[config.mk]
export PLATFORM = sky130hd
export DESIGN_NAME = approx_ha_mul_pipe
export DESIGN_NICKNAME = d
export VERILOG_FILES = /design/src/rtl/approx_ha_mul_pipe.sv
export SDC_FILE = /design/constraint.sdc
export NUM_CORES = 1
export LEC_CHECK = 0
export ABC_AREA = 1
export ABC_CLOCK_PERIOD_IN_PS = 3900
export CORE_MARGIN = 2
export CORE_UTILIZATION = 37
export CTS_CLUSTER_DIAMETER = 150
export DETAILED_ROUTE_END_ITERATION = 8
export HOLD_SLACK_MARGIN = 0.05
export SYNTH_ARGS = -nofsm -noshare
export SYNTH_HDL_FRONTEND = slang
export SYNTH_SLANG_ARGS = --single-unit
export TNS_END_PERCENT = 20
[constraint.sdc]
create_clock -name clk -period 3.9 [get_ports clk]
set_input_delay 0.39 -clock clk [delete_from_list [all_inputs] [get_ports clk]]
set_output_delay 0.39 -clock clk [all_outputs]
set_load 0.005 [all_outputs]
[src/rtl/approx_ha_mul_pipe.sv]
// Pipelined unsigned WxW multiplier: paired partial-product rows compressed by half adders,
// with the low APPROX_COLS columns swapped to carry-free OR cells when approx_en is set.
module approx_ha_mul_pipe #(
    parameter int W           = 8,
    parameter int APPROX_COLS = 6,
    parameter int CNT_W       = 16
) (
    input  logic               clk,
    input  logic               rst_n,
    input  logic               in_valid,
    output logic               in_ready,
    input  logic [W-1:0]       x,
    input  logic [W-1:0]       y,
    input  logic               approx_en,
    output logic               out_valid,
    input  logic               out_ready,
    output logic [2*W-1:0]     p,
    output logic               out_inexact,
    input  logic               cnt_clr,
    output logic [CNT_W-1:0]   inexact_cnt
);

    localparam int PAIRS = W / 2;

    // Per pair: top row t_j = y[j] & x[2k], bottom row b_j = y[j-1] & x[2k+1].
    logic [PAIRS-1:0][W-1:0] w_top;
    logic [PAIRS-1:0][W-1:0] w_bot;
    logic [PAIRS-1:0][W:0]   w_sum;
    logic [PAIRS-1:0][W:0]   w_cry;
    logic                    w_inexact;
    logic [2*W-1:0]          w_prod;
    logic                    w_s1_adv;
    logic                    w_s2_adv;

    logic [PAIRS-1:0][W:0]   r_sum;
    logic [PAIRS-1:0][W:0]   r_cry;
    logic                    r_s1_inexact;
    logic                    r_s1_valid;
    logic                    r_out_valid;
    logic [2*W-1:0]          r_p;
    logic                    r_out_inexact;
    logic [CNT_W-1:0]        r_cnt;

    for (genvar k = 0; k < PAIRS; k++) begin : g_rows
        assign w_top[k] = y & {W{x[2*k]}};
        assign w_bot[k] = y & {W{x[2*k+1]}};
    end

    always_comb begin
        w_sum     = '0;
        w_cry     = '0;
        w_inexact = 1'b0;
        for (int k = 0; k < PAIRS; k++) begin
            w_sum[k][0] = w_top[k][0];
            w_sum[k][W] = w_bot[k][W-1];
            for (int j = 1; j < W; j++) begin
                if (approx_en && (2*k + j < APPROX_COLS)) begin
                    w_sum[k][j] = w_top[k][j] | w_bot[k][j-1];
                    w_inexact   = w_inexact | (w_top[k][j] & w_bot[k][j-1]);
                end else begin
                    w_sum[k][j]   = w_top[k][j] ^ w_bot[k][j-1];
                    w_cry[k][j+1] = w_top[k][j] & w_bot[k][j-1];
                end
            end
        end
    end

    // Each pair resolves to a (W+2)-bit value weighted by 2^(2k); the total never exceeds 2W bits.
    always_comb begin
        w_prod = '0;
        for (int k = 0; k < PAIRS; k++) begin
            w_prod = w_prod + (((2*W)'(r_sum[k]) + (2*W)'(r_cry[k])) << (2*k));
        end
    end

    // Handshake: a transfer happens on a rising edge where valid and ready are both high;
    // a stage advances when it is empty or the stage after it is advancing.
    assign w_s2_adv = !r_out_valid || out_ready;
    assign w_s1_adv = !r_s1_valid || w_s2_adv;

    always_ff @(posedge clk or negedge rst_n) begin
        if (!rst_n) begin
            r_s1_valid   <= 1'b0;
            r_sum        <= '0;
            r_cry        <= '0;
            r_s1_inexact <= 1'b0;
        end else if (w_s1_adv) begin
            r_s1_valid <= in_valid;
            if (in_valid) begin
                r_sum        <= w_sum;
                r_cry        <= w_cry;
                r_s1_inexact <= w_inexact;
            end
        end
    end

    always_ff @(posedge clk or negedge rst_n) begin
        if (!rst_n) begin
            r_out_valid   <= 1'b0;
            r_p           <= '0;
            r_out_inexact <= 1'b0;
        end else if (w_s2_adv) begin
            r_out_valid <= r_s1_valid;
            if (r_s1_valid) begin
                r_p           <= w_prod;
                r_out_inexact <= r_s1_inexact;
            end
        end
    end

    // Clear has priority over a coincident increment.
    always_ff @(posedge clk or negedge rst_n) begin
        if (!rst_n) begin
            r_cnt <= '0;
        end else if (cnt_clr) begin
            r_cnt <= '0;
        end else if (r_out_valid && out_ready && r_out_inexact && (r_cnt != {CNT_W{1'b1}})) begin
            r_cnt <= r_cnt + 1'b1;
        end
    end

    assign in_ready    = w_s1_adv;
    assign out_valid   = r_out_valid;
    assign p           = r_p;
    assign out_inexact = r_out_inexact;
    assign inexact_cnt = r_cnt;

endmodule
==> run metrics <==
H-Tree Depth=3; most common cell after layout, fill and taps aside=nand2_1; FF-to-FF setup slack=0.05 ns; largest net degree at the start of global routing=78; worst path required time=a little over 4 ns; via count=5845; vias per cell=between 4 and 5; MaxCap Viol Count=0; FF-to-FF path depth=17; Worst Setup End Kind=register; global route total overflow=0; crit-path max FO=4; Port Buf Inserts=56; Fill cells=1943; layout net count=1131; Final period util=0.986; ratio of cells with drive above 1 in the final layout=0.0736; diodes inserted=0; cell area after synthesis=7250 µm²; Hold Violations, Final=0; Tmin final=between 3 and 4 ns; register area share after synthesis=0.345; Core Rows=51; Worst Setup SP=r_cry[11]; critical path type=reg -> reg; Clock Root Buffer=clkbuf_16; final setup vio count=0; TritonRoute pass-1 iters=5; Hold Slack=0.198 ns; Max Clock Freq=260 MHz; Layout Skew=0.0158 ns; drt wl/cell=13.0 µm; first-pass GRT wire length=27700 µm; CTS tree=yes; Mapped Nets=1082; Max rail drop VDD=about 310 µV; average size of a mapped cell=7.62 µm²; Mapped Cells=952; insertion delay to the later sink of the worst-skew pair=0.36 ns; leakage power=4.68 nW; Worst Hold Class=in -> async; R2R Path Start=r_cry[11]; Ys Warns=0; vias in the first global route=5578; Detail Route Antenna Nets=0; RSZ-0062 raised after global routing=true; most frequent cells in the layout=nand2_1 (322), inv_1 (147), dfrtp_1 (100); Routed WL=around 17000 µm; dpl hpwl=12400 µm; core footprint=19300 µm²; CTS Buffer Depth=2; GPL Wtd Cong=0.831; crit path capture=p[15]; die area=20700 µm²; aggregate global-route resource usage=0.170; count of clock tree sinks=100; initial antenna violation count=0; Post-DP Area=roughly 8100 µm²; first-iteration detailed-routing DRC count=around 390; area of the multi-input gates=4120 µm²; CP Launch Type=register; Area Growth Syn to Fin=17.8%; #FFs+latches synth=100; clk slew on worst S/H paths=0.07 ns; Cell Pwr Density=505 nW/µm²; Worst R2R End=p[15]; status=finished, final reports clean; initial core utilization=0.375; Post-Route Setup TNS=0 ns; DRC viols=0; Arrival @ worst endpoint=4.09 ns; worst slew pin tran=1.01 ns; die span in y=around 140 µm; Rel. slew slack=0.330; Max Slew Vio Count=0; sequential standard cell area=2500 µm²; CTS buffer count=9; hold buffers post-CTS=0; synth unique cells=34; I/O pins=57; final non-filler cell area=between 8000 and 9000 µm²; Die X=144 µm
==> worst max-delay path, cell delays in order (launching register included) <==
cell,delay [ns]
dfrtp_1,0.35
ha_2,0.19
inv_2,0.05
fa_2,0.36
o21ai_2,0.18
xnor2_1,0.15
fa_1,0.46
fa_1,0.52
fa_1,0.54
inv_2,0.05
ha_4,0.28
nand2_2,0.07
nor2_2,0.15
nand3_2,0.09
nand3_2,0.09
nand3_1,0.06
nand3_1,0.06
nand2_1,0.06
==> final cells by class <==
cell class,count,area share
timing repair buffer,73,0.0803
tap,265,0.0388
clock inverter,7,0.0101
sequential,100,0.293
clock buffer,9,0.0264
multi-input combinational,661,0.482
inverter,156,0.0691
==> registers in the layout, indices dropped and copies added, names as in the netlist <==
name and flops:
r_sum 36, r_cry 28, inexact_cnt 16, p 16, out_inexact 1, out_valid 1
r_s1_inexact 1, r_s1_valid 1
==> per-layer routing <==
layer | wire, µm | global-route usage | vias to the layer above
li1 | - | - | 3058
met1 | 8660 | 0.255 | 2659
met2 | 6950 | 0.252 | 109
met3 | 679 | 0.0232 | 19
met4 | 291 | 0.0583 | 0
met5 | 0 | 0 | -
==> synth_stat cells <==
cell type	number	share of area
nand2_1	331	0.17
inv_1	150	0.078
dfrtp_1	100	0.35
ha_1	86	0.15
o21ai_0	44	0.030
nand3_1	42	0.029
nor2_1	33	0.017
clkbuf_1	22	0.011
fa_1	22	0.061
a21oi_1	21	0.014
o21ai_1	15	0.010
xor2_1	13	0.016
buf_2	11	0.0076
xnor2_1	11	0.013
nand4_1	10	0.0086
nor3_1	7	0.0048
o211ai_1	6	0.0062
o21bai_1	6	0.0062
inv_2	3	0.0016
clkinv_1	2	0.0010
nand2_4	2	0.0031
nand3_2	2	0.0028
nand3b_1	2	0.0021
a21o_1	1	0.0010
a31oi_1	1	0.00086
and2_1	1	0.00086
buf_1	1	0.00052
buf_6	1	0.0016
clkinv_4	1	0.0012
nor2_2	1	0.00086
nor3_2	1	0.0014
nor4_1	1	0.00086
o221ai_1	1	0.0012
or2_1	1	0.00086
==> cell families after synthesis <==
logic type      count (synthesis)  share of synthesized area
compound gates                 95                     0.0707
flops                         100                      0.345
xor+xnor                       24                     0.0290
fa+ha+maj                     108                      0.209
buf+inv                       191                      0.102
simple gates                  434                      0.244
==> where the power goes <==
part	switching, mW	leakage (nW)	total, mW	internal [mW]
logic	1.14	3.22	2.09	0.947
clock network	0.439	0.153	0.947	0.508
registers	0.0897	1.31	1.28	1.19
==> per-stage QoR <==
step / utilization / power [mW] / std cells / setup WS, ns
after floorplan: - / 2.50 / 952 / 0.0265
after detailed placement: 0.418 / 3.08 / 1251 / -0.210
after CTS: 0.436 / 4.09 / 1268 / 0.0315
final: 0.442 / 4.31 / 1271 / 0.0549
after global routing: 0.442 / 4.70 / 1271 / -0.141
after global placement: 0.418 / 3.08 / 1251 / -0.132
==> what timing repair did <==
| action | 4_1_cts | 5_1_grt |
|---|---|---|
| gates cloned | 0 | 0 |
| setup endpoints to repair | 7 | 7 |
| gates resized for setup | 4 | 28 |
| setup buffers | 1 | 3 |
| pin swaps | 4 | 17 |
==> worst min path at each step <==
stage | endpoint | slack, ns | cells after the start
after CTS | r_sum[14] | 0.25 | 1
after global routing | r_cry[6] | 0.30 | 1
after floorplan | inexact_cnt[0] | 0.09 | 0
after detailed placement | r_cry[33] | 0.47 | 2
after global placement | r_cry[15] | 0.47 | 2
final | r_sum[19] | 0.20 | 1
(Power assumes the default switching activity.)
